[src/rtl/qlearn_step_ctrl_if.sv]
// Policy handshake and Q-table strobe bundle
// for the Q-learning step controller.
interface qlearn_step_ctrl_if #(
    parameter int STATE_W  = 6,
    parameter int ACTION_W = 4
);
    logic                act_req;
    logic                act_vld;
    logic [ACTION_W-1:0] act;
    logic [STATE_W-1:0]  nxt_state;
    logic                q_rd_en;
    logic [STATE_W-1:0]  q_rd_state;
    logic [ACTION_W-1:0] q_rd_action;
    logic                q_wr_en;
    logic [STATE_W-1:0]  q_wr_state;
    logic [ACTION_W-1:0] q_wr_action;

    modport master (
        output act_req,
        input  act_vld,
        input  act,
        input  nxt_state,
        output q_rd_en,
        output q_rd_state,
        output q_rd_action,
        output q_wr_en,
        output q_wr_state,
        output q_wr_action
    );

    modport slave (
        input  act_req,
        output act_vld,
        output act,
        output nxt_state,
        input  q_rd_en,
        input  q_rd_state,
        input  q_rd_action,
        input  q_wr_en,
        input  q_wr_state,
        input  q_wr_action
    );
endinterface

[src/rtl/qlearn_step_ctrl.sv]
// Sequences one Q-learning episode: select, read,
// wait datapath latency, write, advance, stop.
module qlearn_step_ctrl #(
    parameter int STATE_W    = 6,
    parameter int ACTION_W   = 4,
    parameter int STEP_W     = 8,
    parameter int PIPE_LAT   = 2,
    parameter int MAX_STEPS  = 255,
    parameter int GOAL_STATE = 63
) (
    input  logic               clk,
    input  logic               rst_n,
    input  logic               start,
    input  logic               abort,
    input  logic [STATE_W-1:0] init_state,
    qlearn_step_ctrl_if.master bus,
    output logic               busy,
    output logic [STEP_W-1:0]  step_cnt,
    output logic               episode_done,
    output logic               aborted
);

    localparam int CNT_W = (PIPE_LAT > 1) ? $clog2(PIPE_LAT) : 1;
    localparam logic [STATE_W-1:0] GOAL = STATE_W'(GOAL_STATE);
    localparam logic [STEP_W-1:0]  MAXS = STEP_W'(MAX_STEPS);
    localparam logic [CNT_W-1:0]   LAT  = CNT_W'(PIPE_LAT - 1);

    typedef enum logic [2:0] {
        IDLE, SELECT, READ, WAIT, WRITE, ADVANCE, DONE
    } state_e;

    state_e              state_q, state_d;
    logic [STATE_W-1:0]  cur_q, cur_d;
    logic [ACTION_W-1:0] act_q, act_d;
    logic [STATE_W-1:0]  nxt_q, nxt_d;
    logic [CNT_W-1:0]    cnt_q, cnt_d;
    logic [STEP_W-1:0]   step_q, step_d;
    logic [STEP_W-1:0]   step_inc;

    logic                act_req_q, act_req_d;
    logic                rd_en_q, rd_en_d;
    logic [STATE_W-1:0]  rd_state_q, rd_state_d;
    logic [ACTION_W-1:0] rd_action_q, rd_action_d;
    logic                wr_en_q, wr_en_d;
    logic [STATE_W-1:0]  wr_state_q, wr_state_d;
    logic [ACTION_W-1:0] wr_action_q, wr_action_d;
    logic                busy_q, busy_d;
    logic                done_q, done_d;
    logic                aborted_q, aborted_d;

    always_comb begin
        state_d  = state_q;
        cur_d    = cur_q;
        act_d    = act_q;
        nxt_d    = nxt_q;
        cnt_d    = cnt_q;
        step_d   = step_q;
        step_inc = step_q + 1'b1;
        // abort overrides every transition outside IDLE
        if (abort && state_q != IDLE) begin
            state_d = IDLE;
        end else begin
            unique case (state_q)
                IDLE: begin
                    if (start) begin
                        cur_d   = init_state;
                        step_d  = '0;
                        state_d = (init_state == GOAL) ? DONE : SELECT;
                    end
                end
                SELECT: begin
                    if (bus.act_vld) begin
                        act_d   = bus.act;
                        nxt_d   = bus.nxt_state;
                        state_d = READ;
                    end
                end
                READ: begin
                    cnt_d   = LAT;
                    state_d = WAIT;
                end
                WAIT: begin
                    if (cnt_q == '0) begin
                        state_d = WRITE;
                    end else begin
                        cnt_d = cnt_q - 1'b1;
                    end
                end
                WRITE: state_d = ADVANCE;
                ADVANCE: begin
                    cur_d  = nxt_q;
                    step_d = step_inc;
                    if (nxt_q == GOAL || step_inc == MAXS) begin
                        state_d = DONE;
                    end else begin
                        state_d = SELECT;
                    end
                end
                DONE:    state_d = IDLE;
                default: state_d = IDLE;
            endcase
        end

        act_req_d   = (state_d == SELECT);
        rd_en_d     = (state_d == READ);
        rd_state_d  = rd_en_d ? cur_d : '0;
        rd_action_d = rd_en_d ? act_d : '0;
        wr_en_d     = (state_d == WRITE);
        wr_state_d  = wr_en_d ? cur_d : '0;
        wr_action_d = wr_en_d ? act_d : '0;
        busy_d      = (state_d != IDLE);
        done_d      = (state_d == DONE);
        aborted_d   = abort && (state_q != IDLE);
    end

    always_ff @(posedge clk or negedge rst_n) begin
        if (!rst_n) begin
            state_q     <= IDLE;
            cur_q       <= '0;
            act_q       <= '0;
            nxt_q       <= '0;
            cnt_q       <= '0;
            step_q      <= '0;
            act_req_q   <= 1'b0;
            rd_en_q     <= 1'b0;
            rd_state_q  <= '0;
            rd_action_q <= '0;
            wr_en_q     <= 1'b0;
            wr_state_q  <= '0;
            wr_action_q <= '0;
            busy_q      <= 1'b0;
            done_q      <= 1'b0;
            aborted_q   <= 1'b0;
        end else begin
            state_q     <= state_d;
            cur_q       <= cur_d;
            act_q       <= act_d;
            nxt_q       <= nxt_d;
            cnt_q       <= cnt_d;
            step_q      <= step_d;
            act_req_q   <= act_req_d;
            rd_en_q     <= rd_en_d;
            rd_state_q  <= rd_state_d;
            rd_action_q <= rd_action_d;
            wr_en_q     <= wr_en_d;
            wr_state_q  <= wr_state_d;
            wr_action_q <= wr_action_d;
            busy_q      <= busy_d;
            done_q      <= done_d;
            aborted_q   <= aborted_d;
        end
    end

    assign bus.act_req     = act_req_q;
    assign bus.q_rd_en     = rd_en_q;
    assign bus.q_rd_state  = rd_state_q;
    assign bus.q_rd_action = rd_action_q;
    assign bus.q_wr_en     = wr_en_q;
    assign bus.q_wr_state  = wr_state_q;
    assign bus.q_wr_action = wr_action_q;
    assign busy            = busy_q;
    assign step_cnt        = step_q;
    assign episode_done    = done_q;
    assign aborted         = aborted_q;

endmodule

[src/flat_wrapper.sv]
// flat-port wrapper written by rule: the top's interface ports become plain ports
module qlearn_step_ctrl_flat 
#(
    parameter int STATE_W    = 6,
    parameter int ACTION_W   = 4,
    parameter int STEP_W     = 8,
    parameter int PIPE_LAT   = 2,
    parameter int MAX_STEPS  = 255,
    parameter int GOAL_STATE = 63
)
  (clk, rst_n, start, abort, init_state, busy, step_cnt, episode_done, aborted, bus_act_req, bus_act_vld, bus_act, bus_nxt_state, bus_q_rd_en, bus_q_rd_state, bus_q_rd_action, bus_q_wr_en, bus_q_wr_state, bus_q_wr_action);
  qlearn_step_ctrl_if #(.STATE_W(STATE_W), .ACTION_W(ACTION_W)) bus_i ();
  input  logic clk;
  input  logic rst_n;
  input  logic start;
  input  logic abort;
  input  logic [STATE_W-1:0] init_state;
  output logic busy;
  output logic [STEP_W-1:0] step_cnt;
  output logic episode_done;
  output logic aborted;
  output wire logic [$bits(bus_i.act_req)-1:0] bus_act_req;
  input wire logic [$bits(bus_i.act_vld)-1:0] bus_act_vld;
  input wire logic [$bits(bus_i.act)-1:0] bus_act;
  input wire logic [$bits(bus_i.nxt_state)-1:0] bus_nxt_state;
  output wire logic [$bits(bus_i.q_rd_en)-1:0] bus_q_rd_en;
  output wire logic [$bits(bus_i.q_rd_state)-1:0] bus_q_rd_state;
  output wire logic [$bits(bus_i.q_rd_action)-1:0] bus_q_rd_action;
  output wire logic [$bits(bus_i.q_wr_en)-1:0] bus_q_wr_en;
  output wire logic [$bits(bus_i.q_wr_state)-1:0] bus_q_wr_state;
  output wire logic [$bits(bus_i.q_wr_action)-1:0] bus_q_wr_action;
  assign bus_act_req = bus_i.act_req;
  assign bus_i.act_vld = bus_act_vld;
  assign bus_i.act = bus_act;
  assign bus_i.nxt_state = bus_nxt_state;
  assign bus_q_rd_en = bus_i.q_rd_en;
  assign bus_q_rd_state = bus_i.q_rd_state;
  assign bus_q_rd_action = bus_i.q_rd_action;
  assign bus_q_wr_en = bus_i.q_wr_en;
  assign bus_q_wr_state = bus_i.q_wr_state;
  assign bus_q_wr_action = bus_i.q_wr_action;
  qlearn_step_ctrl #(.STATE_W(STATE_W), .ACTION_W(ACTION_W), .STEP_W(STEP_W), .PIPE_LAT(PIPE_LAT), .MAX_STEPS(MAX_STEPS), .GOAL_STATE(GOAL_STATE)) u_core (.clk(clk), .rst_n(rst_n), .start(start), .abort(abort), .init_state(init_state), .bus(bus_i), .busy(busy), .step_cnt(step_cnt), .episode_done(episode_done), .aborted(aborted));
endmodule
[config.mk]
export PLATFORM = sky130hd
export DESIGN_NAME = qlearn_step_ctrl_flat
export DESIGN_NICKNAME = d
export VERILOG_FILES = /design/src/rtl/qlearn_step_ctrl_if.sv /design/src/rtl/qlearn_step_ctrl.sv /design/src/flat_wrapper.sv
export SDC_FILE = /design/constraint.sdc
export NUM_CORES = 1
export LEC_CHECK = 0
export CORE_MARGIN = 1
export CORE_UTILIZATION = 30
export CTS_CLUSTER_DIAMETER = 150
export DETAILED_ROUTE_END_ITERATION = 7
export PLACE_DENSITY = 0.54
export SLEW_MARGIN = 20
export SYNTH_ARGS = -nofsm -noshare
export SYNTH_HDL_FRONTEND = slang
export SYNTH_SLANG_ARGS = --single-unit
export TNS_END_PERCENT = 5
[constraint.sdc]
create_clock -name clk -period 4.2 [get_ports clk]
set_clock_uncertainty 0.1 [all_clocks]
set_input_delay 0.42 -clock clk [delete_from_list [all_inputs] [get_ports clk]]
set_output_delay 0.42 -clock clk [all_outputs]
set_load 0.005 [all_outputs]
==> metrics list, run 1 <==
- Master cell of the clock root buffer: sky130_fd_sc_hd__clkbuf_8
* Storage element area: 1350 sq um
- After technology mapping, the gate count stands at between 200 and 250.
- Buffers inserted to repair hold after CTS numbered 0.
- Once layout is done, the placed cells without fillers occupy 3060 sq um.
- Category of the most critical setup path: flip-flop to flip-flop
* Internal reg-to-reg setup slack: 2.02 ns
- In the final layout, the multi-input gates occupy 895 sq um.
- The first TritonRoute pass finished after 4 iterations.
- Arrival time of data at the critical path endpoint: around 2.3 ns
* FILL cells: about 720
- DRC Markers: 0
* Endpoint of the worst register-to-register path: u_core.bus.q_wr_state[0]
- Ports placed on the boundary: 55
- For this run, the slowest stage of the critical path takes about 0.76 ns.
- The first global-routing pass estimated 8630 um of wire.
* Post-synth EDFFs: 0
* Via count: 1820
* TritonCTS clock tree: done
- CP Cell Sequence: nand2_1, nor2_1, a21oi_1, or2_2, a22oi_1, nor2_1
* Detailed-placement wirelength estimate: 3640 um
* Total number of yosys warnings: 0
- Summed over all layers, the routed wires come to 5160 um.
* Number of buffers inserted to repair setup after CTS: 0
- VDD IR-drop max: 0.172 mV
- Status: finished clean
- Starting Density: 31.8%
* Unrepaired setup endpoints after global routing: no
- Die extent in y: 90.6 um
- Net count of the finished layout: 312
- Of the post-synthesis cell area, the dominant cell type holds 57.4%.
- At the later pin of the worst-skew pair, clock insertion delay measures approximately 0.30 ns.
- Leading cell types by total area after synthesis: sky130_fd_sc_hd__dfrtp_1 (57%), sky130_fd_sc_hd__nand2_1 (5.4%), sky130_fd_sc_hd__o21ai_0 (4.7%), sky130_fd_sc_hd__nor2_1 (3.3%), sky130_fd_sc_hd__and2_1 (2.7%)
* Critical-path cell with the highest stage delay: sky130_fd_sc_hd__dfrtp_1
- Depth of the worst register-to-register path: 6
* Period minus WS final: 2.18 ns
- The tool flagged a number of max-cap violations equal to 0.
* Mean cell area of the mapped netlist: 9.81 sq um
- Instance area at placement: roughly 3000 sq um
* Most numerous cell on the critical path: sky130_fd_sc_hd__nor2_1
- The clock drives 54 sinks.
- Biggest fanout along the worst timing path: 23
* Final count of hold timing violations: 0
- Setup violations remaining at the end of the flow were counted as 0.
- The number of antenna violations at the first check in global routing is 0.
- Entering global routing, the biggest net connects 55 pins.
* Capturing element type of the critical path: flip-flop
- DR iter-0 viols: 111
- In this run the tool buffered the top-level ports with 54 buffer cells.
* Worst hold margin: about 0.14 ns
* Post-cts repair resize count: 0
* Post-synth cell types: 39
* Maximum level of the CTS H-tree: 2
* GRT Residual Overflow: 0
- Synthesis inferred 54 register bits.
- Vias per Instance: 4.68
- Flip-flop cell with the highest count after synthesis: sky130_fd_sc_hd__dfrtp_1
- Final antenna diode count: 0
- Cell taking the most area after synthesis: sky130_fd_sc_hd__dfrtp_1
- CTS clock-pin slew for the worst setup and hold paths: 0.10 ns
* Number of buffers on the longest clock path: 2
- Setup Total Neg Slack: 0 ns
* Slew of the pin with the lowest slew margin: about 0.67 ns
* Total routing usage reported by global routing: 13.2%
- Post-synthesis instance area: 2350 sq um
- Share of synthesized area occupied by flip-flops and latches: 57.4%
- The number of global-route vias before repair is roughly 1800.
- Buffers inserted during clock tree synthesis total 5.
* Combinational group share of total power: 27.4%
- Sequential cells account for 49.8% of the total power.
- The floorplan step defined a core boundary enclosing 7410 sq um.
* Fraction of final layout cells sized beyond drive strength 1: 4.48%
- Per report_power, the clock group accounts for between 20 and 25% of the total.
* Chip width: just over 90 um
- Worst min path class: input port to async pin
- In this run the tightest slew margin relative to its limit is between 50 and 60%.
- Timing would allow up to 460 MHz.
* P&R area growth vs syn: 30.0%
- Final RePlAce weighted congestion: 0.825
- Net switching is 32.5% of the power.
- Ratio of total power to cell area: 491 nW/um^2
- In this run the core area contains 31 standard-cell rows.
- Floorplan die area: 8200 sq um
- For the worst setup path, the data required time is 4.28 ns.
- Net switching power: 0.000489 W
* Pleak: about 1.4 nW
- Fraction of registers with async set/reset: between 90% and 100%
- Per-cell routed wire length: approximately 13 um
- In this run the remaining antenna-violating nets after routing total 0.
- The worst register-to-register path begins at u_core.state_q[2].
- The internal power of the cells totals 0.00101 W.
* Slew Limit Fails: 0
- Post-route clock period utilization: 51.8%
- The number of nets handed over by synthesis was 263.
- STA classifies the critical path startpoint as a flip-flop.
## layout make-up
| type | count | area share (%) |
|---|---|---|
| sequential | 54 | 44.2 |
| multi-input combinational | 163 | 29.2 |
| timing repair buffer | 56 | 18.0 |
| tap | 99 | 4.05 |
| clock buffer | 7 | 2.49 |
| inverter | 9 | 1.10 |
| clock inverter | 1 | 0.981 |
## worst max-delay path: cells and delay by family (launching register included)
family / cells / cell delay, ns
simple gates: 4 / 0.83
flops: 1 / 0.76
compound gates: 2 / 0.37
## through the flow
stage               utilization [%]  power, W  worst slack (ns)  instances
floorplan                         -   0.00101              2.40        240
global placement               39.9   0.00117              1.75        381
global route                   41.3   0.00161              1.85        389
CTS                            41.3   0.00152              2.04        389
finish                         41.3   0.00150              2.02        389
detailed placement             39.9   0.00118              1.73        381
## worst max-delay path by stage
stage / end / cells after the start / start
floorplan: u_core.bus.q_wr_state[4] / 8 / abort
detailed placement: u_core.bus.q_wr_action[3] / 8 / abort
CTS: u_core.bus.q_wr_state[3] / 6 / u_core.state_q[2]
finish: u_core.bus.q_wr_state[0] / 6 / u_core.state_q[2]
global placement: u_core.bus.q_wr_action[3] / 8 / abort
global route: u_core.bus.q_rd_state[1] / 6 / u_core.state_q[2]
## cells in the mapped netlist (3+ instances only)
cell	instances
sky130_fd_sc_hd__nand2_1	34
sky130_fd_sc_hd__dfrtp_1	54
sky130_fd_sc_hd__nand3_1	12
sky130_fd_sc_hd__o21ai_0	22
sky130_fd_sc_hd__nor3_1	5
sky130_fd_sc_hd__a22oi_1	5
sky130_fd_sc_hd__a21o_1	4
sky130_fd_sc_hd__nand4_1	3
sky130_fd_sc_hd__nand3b_1	3
sky130_fd_sc_hd__nor2_1	21
sky130_fd_sc_hd__clkbuf_1	9
sky130_fd_sc_hd__xor2_1	3
sky130_fd_sc_hd__inv_1	9
sky130_fd_sc_hd__nor2b_1	6
sky130_fd_sc_hd__and2_1	10
sky130_fd_sc_hd__a21oi_1	10
## per-layer routing
metal | vias to the layer above | share of wire [%] | GRT usage (%)
li1 | 908 | - | -
met2 | 51 | 45 | 20.5
met1 | 859 | 51 | 19.0
met3 | 2 | 4.1 | 2.53
met5 | - | 0 | 0
met4 | 0 | 0.56 | 3.23
## layout by cell type (no fill, tap or decap), types with 4 or more instances in the layout
cell                              count
sky130_fd_sc_hd__dfrtp_1             54
sky130_fd_sc_hd__clkdlybuf4s50_1     53
sky130_fd_sc_hd__nand2_1             34
sky130_fd_sc_hd__o21ai_0             22
sky130_fd_sc_hd__nor2_1              21
sky130_fd_sc_hd__nand3_1             12
sky130_fd_sc_hd__and2_1              10
sky130_fd_sc_hd__a21oi_1             10
sky130_fd_sc_hd__inv_1                9
sky130_fd_sc_hd__nor2b_1              6
sky130_fd_sc_hd__nor3_1               5
sky130_fd_sc_hd__a22oi_1              5
sky130_fd_sc_hd__clkbuf_8             5
sky130_fd_sc_hd__a21o_1               4
## power groups by stage
stage               Sequential [W]  Combinational, W  Clock, W
detailed placement        0.000760          0.000416         0
floorplan                 0.000703          0.000305         0
finish                    0.000749          0.000411  0.000343
global route              0.000771          0.000472  0.000369
global placement          0.000761          0.000413         0
CTS                       0.000750          0.000418  0.000351
## flip-flops by register name (all words and copies together) (netlist names)
| name | cells |
|---|---|
| u_core.bus.q_rd_action | 4 |
| u_core.bus.act_req | 1 |
| u_core.step_cnt | 8 |
| u_core.episode_done | 1 |
| u_core.cnt_q | 1 |
| u_core.bus.q_wr_en | 1 |
| u_core.bus.q_wr_state | 6 |
| u_core.bus.q_rd_state | 6 |
| u_core.nxt_q | 6 |
| u_core.aborted | 1 |
| u_core.busy | 1 |
| u_core.state_q | 3 |
| u_core.act_q | 4 |
| u_core.bus.q_rd_en | 1 |
| u_core.bus.q_wr_action | 4 |
| u_core.cur_q | 6 |
## logic make-up (layout without fill, tap and decap cells)
kind of cell             after synthesis  after routing  synth area share, %
AND/OR/NAND/NOR                      103            103                 21.1
buffers and inverters                 23             73                 4.57
flip-flops                            54             54                 57.4
XOR/XNOR                               3              3                 1.12
multiplexers                           1              1                0.425
AO/OA/AOI/OAI                         54             54                 14.4
adder cells (fa/ha/maj)                2              2                 1.06
(Power assumes the default switching activity.)
==> inputs of run 2 (changes only) <==
==> constraint.sdc (replaced) <==
create_clock -name clk -period 2.1 [get_ports clk]
set_clock_uncertainty 0.1 [all_clocks]
set_input_delay 0.21 -clock clk [delete_from_list [all_inputs] [get_ports clk]]
set_output_delay 0.21 -clock clk [all_outputs]
set_load 0.005 [all_outputs]
==> run 2 against run 1 <==
Against the previous run:
- power rose by 110%
- register-to-register slack got worse by 1.8 ns
- flip-flop and latch count did not move
- sequential share of layout area fell by 1.8 points
- sequential power rose by 88%
- setup slack got worse by 1.8 ns
- design area rose by 4.2%
- clock-buffer cell count did not move
- via count rose by 5.3%
- critical path type unchanged
- clock power rose by 99%
- critical endpoint is now u_core.state_q[1]
==> metrics list, run 2 (synthesized netlist as in run 1, its figures left out) <==
* Worst path top cell family by delay: compound AO/OA/AOI/OAI gates (was simple AND/OR/NAND/NOR gates)
- The x dimension of the die is 90.6 um (unchanged).
* Number of buffers on the longest clock path: 2 (unchanged)
* VDD IR-drop max: 0.429 mV (was 0.172 mV)
- Setup Total Neg Slack: 0 ns (unchanged)
* TritonCTS clock tree: done (unchanged)
- The reported net switching power came to 0.000991 W (was 0.000489 W).
- The maximum net fanout on the critical path came to 7 (was 23).
* Wire length of the first global-routing pass: 9230 um (was 8630 um)
- Starting Density: 31.8% (unchanged)
- Sw frac: 32.1% (was 32.5%)
- Unrepaired setup endpoints after global routing: no (unchanged).
* Peak per-stage delay on the critical path: 0.45 ns (was 0.76 ns)
- Most frequent standard cell in the layout excluding fill and tap cells: sky130_fd_sc_hd__dfrtp_1 (unchanged)
- Number of buffers inserted to repair setup after CTS: 0 (unchanged)
- Instance area at placement: 3070 sq um (was 2950 sq um)
- The row count was 31 (unchanged).
- Drt first pass iters: 4 (unchanged)
- The overall routing resource usage is 14.3% (was 13.2%).
- The ratio of cells with drive above 1 in the final layout came to 9.18% (was 4.48%).
- Initial antenna violation count: 0 (unchanged)
* Slew Limit Fails: 0 (unchanged)
* Ratio of total power to cell area: 967 nW/um^2 (was 491 nW/um^2)
- Most used cells in the layout excluding fill and tap cells: sky130_fd_sc_hd__dfrtp_1 (54), sky130_fd_sc_hd__clkdlybuf4s50_1 (53), sky130_fd_sc_hd__nand2_1 (34), sky130_fd_sc_hd__o21ai_0 (22), sky130_fd_sc_hd__nor2_1 (21) (unchanged).
- The post-detailed-placement half-perimeter wirelength came to 4000 um (was 3640 um).
* Sequential share of power: 45.9% (was 49.8%)
- DRC Markers: 0 (unchanged)
- The count of routing violations after the opening detailed-route iteration is 142 (was 111).
* Final design area excluding fillers: 3190 sq um (was 3060 sq um)
* Critical-path cell with the highest stage delay: sky130_fd_sc_hd__dfrtp_1 (unchanged)
- The overall die area is 8200 sq um (unchanged).
* Max-cap viol count: 0 (unchanged)
- The number of filler instances in the final layout came to 745 (was 719).
- The total number of clock tree sinks is 54 (unchanged).
- The internal cell power came to 0.00209 W (was 0.00101 W).
* Met3 track demand over resource: 2.78% (was 2.53%)
* Endpoint of the worst register-to-register path: u_core.state_q[1] (was u_core.bus.q_wr_state[0])
- The measured slew at the worst slew-check pin was 0.576 ns (was 0.665 ns).
- Clock buffers created by TritonCTS: 5 (unchanged)
* Final RePlAce weighted congestion: 0.831 (was 0.825)
- Capturing element type of the critical path: flip-flop (unchanged)
- The number of port buffers was 54 (unchanged).
- Largest register FFs: 8 (unchanged)
* Status: finished clean (unchanged)
- The maximum clock rate came to 520 MHz (was 460 MHz).
* Number of nets with antenna violations after routing: 0 (unchanged)
* Slew headroom: 61.6% (was 55.7%)
- CP startpoint kind: flip-flop (unchanged)
* Grt peak-use layer: met2 (unchanged)
- Die extent in y: 90.6 um (unchanged)
- The number of H-tree levels is 2 (unchanged).
* Vias per Instance: 4.75 (was 4.68)
- The data arrival time of the critical path was 2.06 ns (was 2.25 ns).
- Core Box Area: 7410 sq um (unchanged)
* Global routing usage on met1: 20.5% (was 19.0%)
* Setup violations, final: 0 (unchanged)
* Master cell of the clock root buffer: sky130_fd_sc_hd__clkbuf_8 (unchanged)
- The number of I/O pins was 55 (unchanged).
* Period minus WS final: 1.92 ns (was 2.18 ns)
- CTS clock-pin slew for the worst setup and hold paths: 0.09 ns (was 0.10 ns)
- The class of the most critical hold timing path was input port to async pin (unchanged).
- P&R area growth vs syn: 35.5% (was 30.0%)
* Pleak: 1.45 nW (was 1.37 nW)
* Post-route clock period utilization: 91.7% (was 51.8%)
- The worst path buffer plus inverter count is 1 (was 0).
* Source-to-sink clock delay at the later pin of the worst-skew pair: 0.30 ns (about the same)
- Net count of the finished layout: 327 (was 312)
* Data required time at the worst endpoint: 2.23 ns (was 4.28 ns)
* Worst R2R Start: u_core.step_cnt[0] (was u_core.state_q[2])
* Routing usage on met2: 21.3% (was 20.5%)
* Per-cell routed wire length: 13.3 um (about the same)
- Number of global-route vias before repair: 1873 (was 1786)
- Category of the most critical setup path: flip-flop to flip-flop (unchanged)
- Via count: 1917 (was 1820)
- Combinational group share of total power: 32.0% (was 27.4%)
- GRT Residual Overflow: 0 (unchanged)
- The number of failing hold endpoints at the final stage was 0 (unchanged).
* Maximum number of pins on one net before global-route repair: 32 (was 55)
* Internal reg-to-reg setup slack: 0.18 ns (was 2.02 ns)
* Final antenna diode count: 0 (unchanged)
* Depth of the worst register-to-register path: 6 (unchanged)
- The post-detailed-routing wire length is 5380 um (was 5160 um).
- CP Cell Sequence: ha_1, buf_4, nand3b_1, a211oi_2, o21ai_0, a21oi_1 (was nand2_1, nor2_1, a21oi_1, or2_2, a22oi_1, nor2_1).
- The part of the total power dissipated in the clock network is 22.2% (was 22.8%).
run 2: cell types whose count changed in the layout (fill, tap and decap cells not counted):
cell | previous run | this run
sky130_fd_sc_hd__buf_4 | 2 | 15
sky130_fd_sc_hd__buf_12 | 0 | 1
sky130_fd_sc_hd__and2_1 | 10 | 9
sky130_fd_sc_hd__dlygate4sd3_1 | 0 | 1
sky130_fd_sc_hd__and2_2 | 0 | 1
run 2: repair_timing:
action                                 4_1_cts  5_1_grt
hold buffers                                 1        0
setup endpoints to repair                    0        3
endpoints found under the hold margin       23        0
resized for setup                            0        1
run 2: layer usage:
layer	up-vias	wire [um]
li1	941	-
met1	904	2660
met2	66	2310
met3	6	331
met4	0	76
met5	-	0
run 2: how the worst max path moves through the flow:
stage | depth (start not counted) | startpoint | end | slack, ns
after floorplan | 8 | u_core.step_cnt[0] | u_core.state_q[0] | 0.31
after global placement | 6 | abort | u_core.bus.q_wr_state[3] | 0.11
after detailed placement | 6 | start | u_core.bus.q_wr_state[1] | 0.12
after CTS | 6 | u_core.step_cnt[0] | u_core.state_q[1] | 0.09
after global routing | 6 | u_core.step_cnt[0] | u_core.state_q[2] | 0.02
final | 6 | u_core.step_cnt[0] | u_core.state_q[1] | 0.18
run 2: power by group through the flow:
stage | logic, W | registers, W | clock network [W]
6_report | 0.000986 | 0.00141 | 0.000684
5_1_grt | 0.00114 | 0.00145 | 0.000749
4_1_cts | 0.000999 | 0.00142 | 0.000706
2_1_floorplan | 0.000609 | 0.00141 | 0
3_5_place_dp | 0.000993 | 0.00144 | 0
3_3_place_gp | 0.000986 | 0.00144 | 0
run 2: worst reg2reg max path, cell delays in order, from the launching register on:
cell and delay [ns]:
sky130_fd_sc_hd__dfrtp_1 0.45, sky130_fd_sc_hd__ha_1 0.26, sky130_fd_sc_hd__buf_4 0.17, sky130_fd_sc_hd__nand3b_1 0.17, sky130_fd_sc_hd__a211oi_2 0.35, sky130_fd_sc_hd__o21ai_0 0.20, sky130_fd_sc_hd__a21oi_1 0.17
run 2: stage by stage:
step	setup slack (ns)	utilization (%)	hold slack, ns	instances	total power (W)
6_report	0.175	43.1	0.324	404	0.00308
5_1_grt	0.0191	43.1	0.329	404	0.00333
4_1_cts	0.0948	43.0	0.325	404	0.00313
3_5_place_dp	0.122	41.5	0.139	395	0.00244
3_3_place_gp	0.111	41.5	0.142	395	0.00243
2_1_floorplan	0.313	-	-0.186	240	0.00201
run 2: final cells by class:
type	count	area [sq um]	area share (%)
clock buffer	7	76.3	2.39
clock inverter	1	30.0	0.942
inverter	9	33.8	1.06
multi-input combinational	163	896	28.1
sequential	54	1350	42.4
tap	99	124	3.88
timing repair buffer	71	678	21.3
==> inputs of run 3 (changes only) <==
--- a/config.mk
+++ b/config.mk
@@ -9,8 +9,8 @@
 export CORE_UTILIZATION = 30
 export CTS_CLUSTER_DIAMETER = 150
 export DETAILED_ROUTE_END_ITERATION = 7
-export PLACE_DENSITY = 0.54
-export SLEW_MARGIN = 20
+export REMOVE_ABC_BUFFERS = 1
+export SLEW_MARGIN = 0
 export SYNTH_ARGS = -nofsm -noshare
 export SYNTH_HDL_FRONTEND = slang
 export SYNTH_SLANG_ARGS = --single-unit
==> run 3 against run 2 <==
Against the previous run:
- global-route usage decreased by 0.82 points
- via count down 0.78%
- sequential power about the same
- sequential share of layout area fell by 0.18 points
- cell count unchanged
- clock-buffer cell count is 2 lower
- critical path depth stayed put
- maximum frequency up 2.9%
- hold slack worse by 0.0039 ns
- largest cell class unchanged
==> metrics list, run 3 (synthesized netlist as in run 1, its figures left out) <==
- Most frequent standard cell in the layout excluding fill and tap cells: sky130_fd_sc_hd__dfrtp_1 (unchanged)
- Arrival time of data at the critical path endpoint: 2.00 ns (was 2.06 ns)
* Vias per Instance: 4.71 (was 4.75)
- The leakage power of the design is 1.45 nW (about the same).
- The first-pass GRT wire length was 8800 um (was 9230 um).
- The portion of the clock cycle consumed by the worst path in the final layout was 89.0% (was 91.7%).
* Maximum level of the CTS H-tree: 2 (unchanged)
- The largest net degree at the start of global routing was 31 (was 32).
* Worst min path class: input port to flip-flop (was input port to async pin)
- The row count was 31 (unchanged).
* Critical-path cell with the highest stage delay: sky130_fd_sc_hd__dfrtp_1 (unchanged)
* Starting Density: 31.8% (unchanged)
- Floorplan die area: 8200 sq um (unchanged)
* DR iter-0 viols: 106 (was 142)
* Data required time at the worst endpoint: 2.23 ns (about the same)
* TritonCTS clock tree: done (unchanged)
- VDD IR-drop max: 0.436 mV (was 0.429 mV)
- Most used cells in the layout excluding fill and tap cells: sky130_fd_sc_hd__dfrtp_1 (54), sky130_fd_sc_hd__clkdlybuf4s50_1 (53), sky130_fd_sc_hd__nand2_1 (34), sky130_fd_sc_hd__o21ai_0 (22), sky130_fd_sc_hd__nor2_1 (21) (unchanged).
- The number of buffers inserted to repair setup after CTS was 0 (unchanged).
* Net count of the finished layout: 327 (unchanged)
* Final RePlAce weighted congestion: 0.876 (was 0.831)
- The number of port buffers came to 54 (unchanged).
* Chip width: 90.6 um (unchanged)
- CP Cell Sequence: ha_2, buf_4, nand3b_1, a211oi_2, o21ai_0, a31oi_1 (was ha_1, buf_4, nand3b_1, a211oi_2, o21ai_0, a21oi_1)
- Number of buffers on the longest clock path: 2 (unchanged)
- Worst R2R Start: u_core.step_cnt[1] (was u_core.step_cnt[0])
- The worst hold-check slack came to 0.320 ns (was 0.324 ns).
- The antenna violation net count after detailed routing is 0 (unchanged).
* Biggest fanout along the worst timing path: 6 (was 7)
- Slew of the pin with the lowest slew margin: 0.616 ns (was 0.576 ns)
* Largest register FFs: 8 (unchanged)
- Ports placed on the boundary: 55 (unchanged)
- The total power draw is 0.00314 W (was 0.00308 W).
- The number of antenna repair diodes came to 0 (unchanged).
- Fraction of final layout cells sized beyond drive strength 1: 10.2% (was 9.18%)
- The final total negative setup slack is 0 ns (unchanged).
- The setup-violating endpoint count in the final report was 0 (unchanged).
- CP startpoint kind: flip-flop (unchanged)
- The ratio of total power to cell area is 981 nW/um^2 (was 967 nW/um^2).
- The vias after detailed routing is 1902 (was 1917).
- Final design area excluding fillers: 3200 sq um (was 3190 sq um)
- The first-pass detailed-route iteration total came to 4 (unchanged).
* Per-cell routed wire length: 13.4 um (was 13.3 um)
- The clock period minus worst slack was 1.87 ns (was 1.92 ns).
* Source-to-sink clock delay at the later pin of the worst-skew pair: 0.30 ns (about the same)
* Unrepaired setup endpoints after global routing: no (unchanged)
- P&R area growth vs syn: 36.1% (was 35.5%)
* Instance area at placement: 3070 sq um (unchanged)
- Clock buffers created by TritonCTS: 5 (unchanged)
- Slew headroom: 58.9% (was 61.6%)
- The number of cell instances on the worst register-to-register path came to 6 (unchanged).
- GRT Residual Overflow: 0 (unchanged)
- Cell depth of the worst hold path: 3
* Internal reg-to-reg setup slack: 0.23 ns (was 0.18 ns)
- Status: finished clean (unchanged)
- Max-cap viol count: 0 (unchanged)
* Count of clock tree sinks: 54 (unchanged)
- Master cell of the clock root buffer: sky130_fd_sc_hd__clkbuf_8 (unchanged)
- The final max-slew violation count came to 0 (unchanged).
* Core Box Area: 7410 sq um (unchanged)
- The category of the worst setup path capture point is a flip-flop (unchanged).
- The endpoint of the worst register-to-register path was u_core.state_q[2] (was u_core.state_q[1]).
- Highest clock frequency the design can meet: 535 MHz (was 520 MHz)
* Category of the most critical setup path: flip-flop to flip-flop (unchanged)
* Total routing usage reported by global routing: 13.4% (was 14.3%)
- The clock-pin transition on the worst setup and hold timing paths came to 0.10 ns (was 0.09 ns).
- DRC Markers: 0 (unchanged)
- The delay contributed by the slowest stage of the critical path came to 0.44 ns (was 0.45 ns).
- The number of failing hold endpoints at the final stage was 0 (unchanged).
- The post-detailed-placement half-perimeter wirelength is 3940 um (was 4000 um).
- Die extent in y: 90.6 um (unchanged)
* Routed WL: 5400 um (was 5380 um)
- The number of antenna violations at the first check in global routing is 0 (unchanged).
* Final core utilization: 43.2% (was 43.1%)
- Number of global-route vias before repair: 1769 (was 1873)
- The worst hold path begins at bus_nxt_state[1].
* Destination of the worst hold path: u_core.nxt_q[1]
==> run 3: cell count changes in the layout (fill, tap and decap cells not counted) <==
cell                         change
sky130_fd_sc_hd__clkinvlp_4      +1
sky130_fd_sc_hd__inv_8           +1
sky130_fd_sc_hd__clkbuf_1        -2
sky130_fd_sc_hd__ha_2            +1
sky130_fd_sc_hd__ha_1            -1
==> run 3: metal layers <==
| metal | vias up | GRT usage, % | wire length (um) |
|---|---|---|---|
| li1 | 939 | - | - |
| met1 | 914 | 19.3 | 2630 |
| met2 | 47 | 20.5 | 2490 |
| met3 | 2 | 3.11 | 263 |
| met4 | 0 | 3.23 | 14 |
| met5 | - | 0 | 0 |
==> run 3: worst max-delay path by stage <==
stage	startpoint	endpoint	slack (ns)	depth (start not counted)
2_1_floorplan	u_core.state_q[0]	u_core.bus.q_wr_action[3]	0.07	6
3_3_place_gp	abort	u_core.bus.q_wr_state[3]	0.12	6
3_5_place_dp	abort	u_core.bus.q_wr_state[0]	0.12	6
4_1_cts	u_core.step_cnt[1]	u_core.state_q[2]	0.14	7
5_1_grt	u_core.step_cnt[1]	u_core.state_q[2]	0.009	7
6_report	u_core.step_cnt[1]	u_core.state_q[2]	0.23	6
==> run 3: repair_timing <==
action | in CTS | in global routing
endpoints found under the setup margin | 0 | 4
resized for setup | 0 | 2
endpoints found under the hold margin | 24 | 0
hold buffers | 1 | 0
==> run 3: stage by stage <==
stage / instances / worst slack, ns
4_1_cts: 404 / 0.142
2_1_floorplan: 226 / 0.0706
6_report: 404 / 0.230
5_1_grt: 404 / 0.00881
3_5_place_dp: 395 / 0.123
3_3_place_gp: 395 / 0.116
==> run 3: power breakdown <==
part	leakage [nW]	switching, W	internal (W)	total, W
combinational	0.674	0.000528	0.000460	0.000987
sequential	0.720	0.000157	0.00128	0.00143
clock	0.0563	0.000359	0.000364	0.000723
total	1.45	0.00104	0.00210	0.00314
==> run 3: worst max-delay path: cells and delay by family (launching register included) <==
family	cells	cell delay [ns]
compound gates	3	0.70
fa+ha+maj	1	0.23
buf+inv	1	0.16
flops	1	0.44
simple gates	1	0.16
==> run 3: final cells by class <==
class,instances,area (sq um)
fill,737,4210
sequential,54,1350
multi-input combinational,163,898
timing repair buffer,71,678
tap,99,124
clock buffer,5,68.8
clock inverter,3,48.8
inverter,9,33.8
